===== src/rtl/pipe_cla_pkg.sv =====
// Shared helpers for the pipelined carry-lookahead adder.
// Latency: n/a (package of constants and elaboration-time functions).
// Backpressure: n/a.
//
// Contents:
//   DEFAULT_BLOCK  default CLA slice width
//   nstages()      number of pipeline stages, ceil(width/block)
//   last_slice_w() width of the most significant slice (may be narrower than block)
package pipe_cla_pkg;

   localparam int DEFAULT_BLOCK = 4;

   function automatic int nstages(input int width, input int block);
      return (width + block - 1) / block;
   endfunction

   function automatic int last_slice_w(input int width, input int block);
      return width - (nstages(width, block) - 1) * block;
   endfunction

endpackage


===== src/rtl/cla_block.sv =====
// Combinational W-bit carry-lookahead slice.
// Latency: 0 cycles (pure combinational).
// Backpressure: none; the enclosing pipeline owns all flow control.
//
// Ports:
//   A_i, B_i [W-1:0]  slice operands
//   Ci_i              carry into bit 0 of the slice
//   S_o      [W-1:0]  slice sum
//   Co_o              carry out of the slice MSB
module cla_block #(
   parameter int W = 4
) (
   input  logic [W-1:0] A_i,
   input  logic [W-1:0] B_i,
   input  logic         Ci_i,
   output logic [W-1:0] S_o,
   output logic         Co_o
);

   logic [W-1:0] gen;
   logic [W-1:0] prop;
   logic [W:0]   carry;
   logic         chain;
   logic         term;

   assign gen  = A_i & B_i;
   assign prop = A_i ^ B_i;

   // Each carry is built directly from the generate/propagate terms of all
   // lower bits rather than from the carry one bit below:
   //   c[i+1] = Ci & p[0..i]  |  OR_j ( g[j] & p[j+1..i] )
   always_comb begin
      carry    = '0;
      chain    = 1'b0;
      term     = 1'b0;
      carry[0] = Ci_i;
      for (int i = 0; i < W; i++) begin
         chain = Ci_i;
         for (int j = 0; j <= i; j++) begin
            chain = chain & prop[j];
         end
         carry[i+1] = chain;
         for (int j = 0; j <= i; j++) begin
            term = gen[j];
            for (int k = j + 1; k <= i; k++) begin
               term = term & prop[k];
            end
            carry[i+1] = carry[i+1] | term;
         end
      end
   end

   assign S_o  = prop ^ carry[W-1:0];
   assign Co_o = carry[W];

endmodule


===== src/rtl/pipe_cla_adder.sv =====
// Pipelined WIDTH-bit adder built from BLOCK-bit CLA slices, one slice per stage.
// Latency: NSTAGES = ceil(WIDTH/BLOCK) cycles from acceptance to valid_o; one add per cycle.
// Backpressure: whole pipe advances only when !valid_o || ready_i; ready_o mirrors that enable.
//
// Ports:
//   clk_i, rst_n_i            clock (rising edge), asynchronous active-low reset
//   valid_i/ready_o           operand handshake; A_i, B_i, Ci_i sampled on valid_i && ready_o
//   valid_o/ready_i           result handshake; S_o, Co_o held stable while stalled
//   sub_i                     only with PIPE_CLA_SUB_EN defined: 1 -> A_i + ~B_i + 1, Ci_i ignored
//
// Build option: define PIPE_CLA_SUB_EN to add the sub_i port and subtract mode.
module pipe_cla_adder
   import pipe_cla_pkg::*;
#(
   parameter int WIDTH = 16,
   parameter int BLOCK = DEFAULT_BLOCK
) (
   input  logic             clk_i,
   input  logic             rst_n_i,
   input  logic             valid_i,
   output logic             ready_o,
   input  logic [WIDTH-1:0] A_i,
   input  logic [WIDTH-1:0] B_i,
   input  logic             Ci_i,
`ifdef PIPE_CLA_SUB_EN
   input  logic             sub_i,
`endif
   output logic             valid_o,
   input  logic             ready_i,
   output logic [WIDTH-1:0] S_o,
   output logic             Co_o
);

   localparam int NS = nstages(WIDTH, BLOCK);
   localparam int LW = last_slice_w(WIDTH, BLOCK);

   logic             adv;
   logic [WIDTH-1:0] b_eff;
   logic             c_eff;
   logic [NS-1:0]    vld_q;

   // Operand conditioning in front of stage 0. Subtraction is two's
   // complement: invert B and force the carry-in to one.
`ifdef PIPE_CLA_SUB_EN
   assign b_eff = sub_i ? ~B_i : B_i;
   assign c_eff = sub_i ? 1'b1 : Ci_i;
`else
   assign b_eff = B_i;
   assign c_eff = Ci_i;
`endif

   // Single global enable: every stage moves together or nothing moves, so
   // a bubble inside the pipe is never squeezed out while the output stalls.
   assign valid_o = vld_q[NS-1];
   assign adv     = !valid_o || ready_i;
   assign ready_o = adv;

   always_ff @(posedge clk_i or negedge rst_n_i) begin
      if (!rst_n_i) begin
         vld_q <= '0;
      end else if (adv) begin
         vld_q[0] <= valid_i;
         for (int k = 1; k < NS; k++) begin
            vld_q[k] <= vld_q[k-1];
         end
      end
   end

   // Stage k adds slice k. Its operand bits arrive through the skew
   // registers of stage k-1 (already shifted down so the slice sits at bit 0),
   // and the partial sum grows by one slice per stage in the de-skew register.
   for (genvar k = 0; k < NS; k++) begin : g_st
      localparam bit LAST = (k == NS - 1);
      localparam int SW   = LAST ? LW : BLOCK;   // slice width at this stage
      localparam int IW   = WIDTH - k * BLOCK;   // operand bits not yet summed
      localparam int LO   = k * BLOCK;           // sum bits finished upstream

      logic [IW-1:0]    a_in;
      logic [IW-1:0]    b_in;
      logic             c_in;
      logic [SW-1:0]    s_sl;
      logic             c_sl;
      logic [LO+SW-1:0] s_d;
      logic [LO+SW-1:0] s_q;
      logic             c_q;

      if (k == 0) begin : g_src
         assign a_in = A_i;
         assign b_in = b_eff;
         assign c_in = c_eff;
         assign s_d  = s_sl;
      end else begin : g_src
         assign a_in = g_st[k-1].g_skew.a_q;
         assign b_in = g_st[k-1].g_skew.b_q;
         assign c_in = g_st[k-1].c_q;
         assign s_d  = {s_sl, g_st[k-1].s_q};
      end

      cla_block #(
         .W (SW)
      ) u_cla (
         .A_i  (a_in[SW-1:0]),
         .B_i  (b_in[SW-1:0]),
         .Ci_i (c_in),
         .S_o  (s_sl),
         .Co_o (c_sl)
      );

      always_ff @(posedge clk_i or negedge rst_n_i) begin
         if (!rst_n_i) begin
            s_q <= '0;
            c_q <= 1'b0;
         end else if (adv) begin
            s_q <= s_d;
            c_q <= c_sl;
         end
      end

      // Upper operand bits still waiting for their slice; the final stage
      // consumes everything, so it has no skew register.
      if (!LAST) begin : g_skew
         logic [IW-SW-1:0] a_q;
         logic [IW-SW-1:0] b_q;

         always_ff @(posedge clk_i or negedge rst_n_i) begin
            if (!rst_n_i) begin
               a_q <= '0;
               b_q <= '0;
            end else if (adv) begin
               a_q <= a_in[IW-1:SW];
               b_q <= b_in[IW-1:SW];
            end
         end
      end
   end

   assign S_o  = g_st[NS-1].s_q;
   assign Co_o = g_st[NS-1].c_q;

endmodule


===== config.mk =====
export PLATFORM = sky130hd
export DESIGN_NAME = pipe_cla_adder
export DESIGN_NICKNAME = d
export VERILOG_FILES = /design/src/rtl/pipe_cla_pkg.sv /design/src/rtl/cla_block.sv /design/src/rtl/pipe_cla_adder.sv
export SDC_FILE = /design/constraint.sdc
export NUM_CORES = 1
export LEC_CHECK = 0
export CAP_MARGIN = 15
export CORE_MARGIN = 2
export CORE_UTILIZATION = 45
export CTS_BUF_LIST = sky130_fd_sc_hd__clkbuf_4
export CTS_CLUSTER_DIAMETER = 50
export DETAILED_ROUTE_END_ITERATION = 6
export MAX_ROUTING_LAYER = met4
export PLACE_DENSITY = 0.67
export SYNTH_ARGS = -nofsm -noshare
export SYNTH_HDL_FRONTEND = slang
export SYNTH_HIERARCHICAL = 1
export SYNTH_SLANG_ARGS = --single-unit

===== constraint.sdc =====
create_clock -name clk_i -period 3.5 [get_ports clk_i]
set_input_delay 0.525 -clock clk_i [delete_from_list [all_inputs] [get_ports clk_i]]
set_output_delay 0.525 -clock clk_i [all_outputs]
set_load 0.1 [all_outputs]

* After elaboration in Yosys (flattened, before gate mapping)
Cells that the tools add are included.
Operators by class: bitwise gates (word level) 92, reduce and logical (&&, ||, !) cells 2
Operators with widths (count):
- $and 1x1->1 | 40
- $or 1x1->1 | 40
- $xor 4x4->4 | 8
- $and 4x4->4 | 4
- $logic_not 1->1 | 1
- $logic_or 1x1->1 | 1
Storage, ports and cells: register bits after elaboration 96, input port bits 37, output and inout bits 19, logic and storage cells 109

* Longest topological paths before layout
depth in word-level cells 9, depth in mapped cells 6, depth with buffers taken out 6

* Modules after synthesis
Netlist, hierarchy kept.
Modules (own cells, without submodules):
- pipe_cla_adder | instances 1, cells an instance 204, area each 3683.5 sq um
- cla_block at g_st[0].u_cla ... | instances 2, cells an instance 15, area each 151.4 sq um
- cla_block at g_st[3].u_cla | instances 1, cells an instance 19, area each 166.4 sq um
- cla_block at g_st[2].u_cla | instances 1, cells an instance 15, area each 143.9 sq um

* Least setup slack after synthesis
No wires, ideal clock.
kind register to output, from register vld_q[3], to output port ready_o, data arrival time 1484 ps, data required time 2975 ps, slack 1491 ps, stages on the path, launching flop included 5, path buffers 3, path through dfrtp_1 nand2b_4 buf_6 buf_6 buf_6
Between the ends: cells in the longest elaborated chain, start to end 2
RTL lines:
- from (decl) | line pipe_cla_adder.sv:40 | logic [NS-1:0] vld_q;
- from (signal, indexed assignment) | line pipe_cla_adder.sv:64 | vld_q[k] <= vld_q[k-1];
- $logic_not 1->1 | line pipe_cla_adder.sv:55 | assign adv = !valid_o || ready_i;
- $logic_or 1x1->1 | line pipe_cla_adder.sv:55
- to (decl) | line pipe_cla_adder.sv:21 | output logic ready_o,
No other way between the ends.

* Worst setup path after layout
from register vld_q[3], to output port valid_o
RTL lines:
- to (decl) | line pipe_cla_adder.sv:28 | output logic valid_o,
No word-level cell between the ends.

==> summary.md <==
| Metric | Value |
|---|---|
| Overall Power | `5.07 mW` |
| Post_cts resized | `0` |
| Starting density of the core | `46.5%` |
| Die height | `102 um` |
| Via count | `2206` |
| Post-synthesis area per instance | `16.0 sq um` |
| Total of buffers placed on input and output ports | `55` |
| Setup repair after global routing missed its margin | `no` |
| Proportion of netlist area held by the largest area contributor | `55.9%` |
| Clock root buffer master | `sky130_fd_sc_hd__clkbuf_4` |
| Reg2Reg Setup Slack | `1.73 ns` |
| Kind of launch point of the worst setup path | `flop` |
| First-pass GRT wire length | `11200 um` |
| Number of distinct library cells after synthesis | `20` |
| Multiplexer share of the synthesized area | `27.3%` |
| Final count of pins violating max slew | `0` |
| Most common library cell in the layout ignoring fill and taps | `sky130_fd_sc_hd__dfrtp_1` |
| CP Buf/Inv Count | `1` |
| Post-synthesis share of cell area spent on and, or, nand and nor gates | `1.34%` |
| CTS Buf Count | `9` |
| Proportion of layout cells with a drive suffix above 1 | `37.3%` |
| Routed WL per cell | `13.9 um` |
| Clock latency of the later-clocked register in the worst-skew pair | `0.43 ns` |
| Leak Pwr | `2.31 nW` |
| Worst IR Drop VDD | `0.512 mV` |
| Setup violation total in the final timing report | `0` |
| Initial antenna violation count | `0` |
| Final critical-path share of the clock period | `71.7%` |
| Std cell rows | `35` |
| Via count of the first global-routing pass | `2336` |
| Cell area power density | `985 nW/um^2` |
| Max Cap Violations | `0` |
| Remaining max-slew budget at the tightest pin | `34.5%` |
| Longest Clk Path Bufs | `2` |
| Cell class contributing the biggest share of worst-path delay | `buffers and inverters` |
| Routability Congestion | `0.746` |
| Synthesized flop and latch total | `96` |
| Xor/xnor cell area share of the yosys netlist | `2.45%` |
| Worst path max stage delay | `1.15 ns` |
| Post-route DRC | `0` |
| Final wirelength | `6400 um` |
| DP Wirelength | `4570 um` |
| Data required, critical path | `2.97 ns` |
| Cell chain of the critical path | `clkdlybuf4s50_1` |
| Minimum period implied by the final worst setup slack | `2.51 ns` |
| Core Region | `9240 sq um` |
| H-tree level count | `3` |
| Number of buffers inserted for hold repair after clock tree synthesis | `0` |
| Number of vias per cell after detailed routing | `4.79` |
| Arrival time at the worst endpoint | `1.98 ns` |
| Area growth from synthesis to layout | `19.8%` |
| Synth Area in Compound Gates | `2.91%` |
| Area share of fa/ha/maj cells after synthesis | `7.69%` |
| Cell with the largest stage delay on the worst path | `sky130_fd_sc_hd__clkdlybuf4s50_1` |
| Total overflow reported by the global router | `0` |
| Synthesized Nets | `329` |
| Count of pins on the block boundary | `56` |
| Largest family of logic cells by synthesized area | `multiplexers` |
| Maximum clock rate | `399 MHz` |
| X dimension of the die | `102 um` |
| Number of warnings reported in the yosys synthesis log | `6` |
| Ant. Diodes | `0` |
| Critical Path Fanout Max | `2` |
| Full die area | `10300 sq um` |
| Fin. Hold Viols | `0` |
| Type of destination of the critical path | `output port` |
| # clock sinks | `96` |
| Setup TNS | `0 ns` |
| Tightest Pin Transition | `0.980 ns` |
| Worst clock skew | `0.0180 ns` |
| CTS clock-pin slew for the worst setup and hold paths | `0.14 ns` |
| Antenna Nets Post-Route | `0` |
| Start-to-end type of the worst setup path | `reg2out` |
| Commonest cells after routing, fill and taps aside | `96 x sky130_fd_sc_hd__dfrtp_1, 67 x sky130_fd_sc_hd__mux2_2, 53 x sky130_fd_sc_hd__clkdlybuf4s50_1, 28 x sky130_fd_sc_hd__mux2_4, 20 x sky130_fd_sc_hd__ha_1` |
| Number of nets in the final layout | `388` |
| # fillers | `749` |
| Status | `finished, final reports clean` |
| Largest area contributor in the synthesized netlist | `sky130_fd_sc_hd__dfrtp_1` |
| Global routing usage summed across all routing layers | `14.3%` |
| Post-CTS setup buffer count | `0` |
| Drt initial violations | `43` |
| Synth top area cells | `sky130_fd_sc_hd__dfrtp_1 56%, sky130_fd_sc_hd__mux2_2 18%, sky130_fd_sc_hd__mux2_4 9.8%` |
| Proportion of synthesized chip area in sequential cells | `55.9%` |
| Post-synth design cell area | `4300 sq um` |
| Initial DRT Pass Iterations | `4` |
| Maximum number of pins on one net before global-route repair | `51` |
| TritonCTS clock tree | `yes` |
| Gate count after technology mapping | `268` |
| Path category of the worst min-delay check | `in2async` |
power breakdown:
part | switching [mW] | internal [mW]
sequential | 0.266 | 1.59
combinational | 1.44 | 1.12
clock | 0.362 | 0.289
area by class of cell:
| class | count | area (sq um) | share of cell area [%] |
|---|---|---|---|
| clock buffers | 9 | 67.6 | 1.31 |
| clock inverters | 7 | 96.3 | 1.87 |
| inverters | 4 | 15.0 | 0.292 |
| multi-input cells | 157 | 1790 | 34.8 |
| flip-flops and latches | 96 | 2400 | 46.7 |
| well taps | 129 | 161 | 3.13 |
| repair buffers | 59 | 613 | 11.9 |
worst paths after layout:
| check | to | cells past startpoint | startpoint |
|---|---|---|---|
| setup / recovery | valid_o | 1 | vld_q[3] |
| hold / removal | S_o[6] | 1 | rst_n_i |
| setup reg to reg | g_st[2].c_q | 6 | g_st[1].g_skew.a_q[0] |
| hold reg to reg | vld_q[3] | 1 | vld_q[2] |
| max in group asynchronous | g_st[2].g_skew.a_q[3] | 2 | rst_n_i |
| min in group clk_i | vld_q[3] | 1 | vld_q[2] |
synthesized netlist by cell type:
| cell | instances |
|---|---|
| sky130_fd_sc_hd__nor2_2 | 3 |
| sky130_fd_sc_hd__buf_2 | 6 |
| sky130_fd_sc_hd__a21oi_1 | 4 |
| sky130_fd_sc_hd__xor2_1 | 7 |
| sky130_fd_sc_hd__nor2_1 | 1 |
| sky130_fd_sc_hd__nand2_1 | 4 |
| sky130_fd_sc_hd__mux2_4 | 28 |
| sky130_fd_sc_hd__nand2b_4 | 1 |
| sky130_fd_sc_hd__o211ai_2 | 3 |
| sky130_fd_sc_hd__o21a_1 | 4 |
| sky130_fd_sc_hd__ha_1 | 20 |
| sky130_fd_sc_hd__mux2_2 | 67 |
| sky130_fd_sc_hd__a21o_1 | 4 |
| sky130_fd_sc_hd__inv_1 | 4 |
| sky130_fd_sc_hd__dfrtp_1 | 96 |
| sky130_fd_sc_hd__buf_6 | 5 |
| sky130_fd_sc_hd__xnor2_1 | 5 |
| sky130_fd_sc_hd__fa_1 | 4 |
| sky130_fd_sc_hd__o211ai_1 | 1 |
| sky130_fd_sc_hd__nand2b_1 | 1 |
kinds of logic after synthesis:
logic type	after synthesis
xor+xnor	12
fa+ha+maj	24
buf+inv	15
simple gates	10
compound gates	16
flops	96
mux	95
registers in the layout, summed over array words and instances, names as in the netlist:
register and count:
vld_q 4, Co_o 1, S_o 16, g_st.g_skew.a_q 24, g_st.s_q 24, g_st.c_q 3, g_st.g_skew.b_q 24
per-stage QoR:
step	util, %	instances	worst slack [ns]	hold slack [ns]	instance area (sq um)
6_report	55.7	461	0.991	0.0823	5150
5_1_grt	55.7	461	0.918	0.0903	5150
4_1_cts	55.7	461	0.941	0.0731	5150
3_5_place_dp	53.9	445	1.12	0.454	4980
3_3_place_gp	53.9	445	1.17	0.441	4980
2_1_floorplan	-	268	1.49	0.229	4300
routing by layer:
layer,track usage [%],share of wire [%]
met3,2.55,3.0
met1,18.3,47
met2,22.3,48
met5,-,0
met4,6.55,1.7
(Power assumes the default switching activity.)
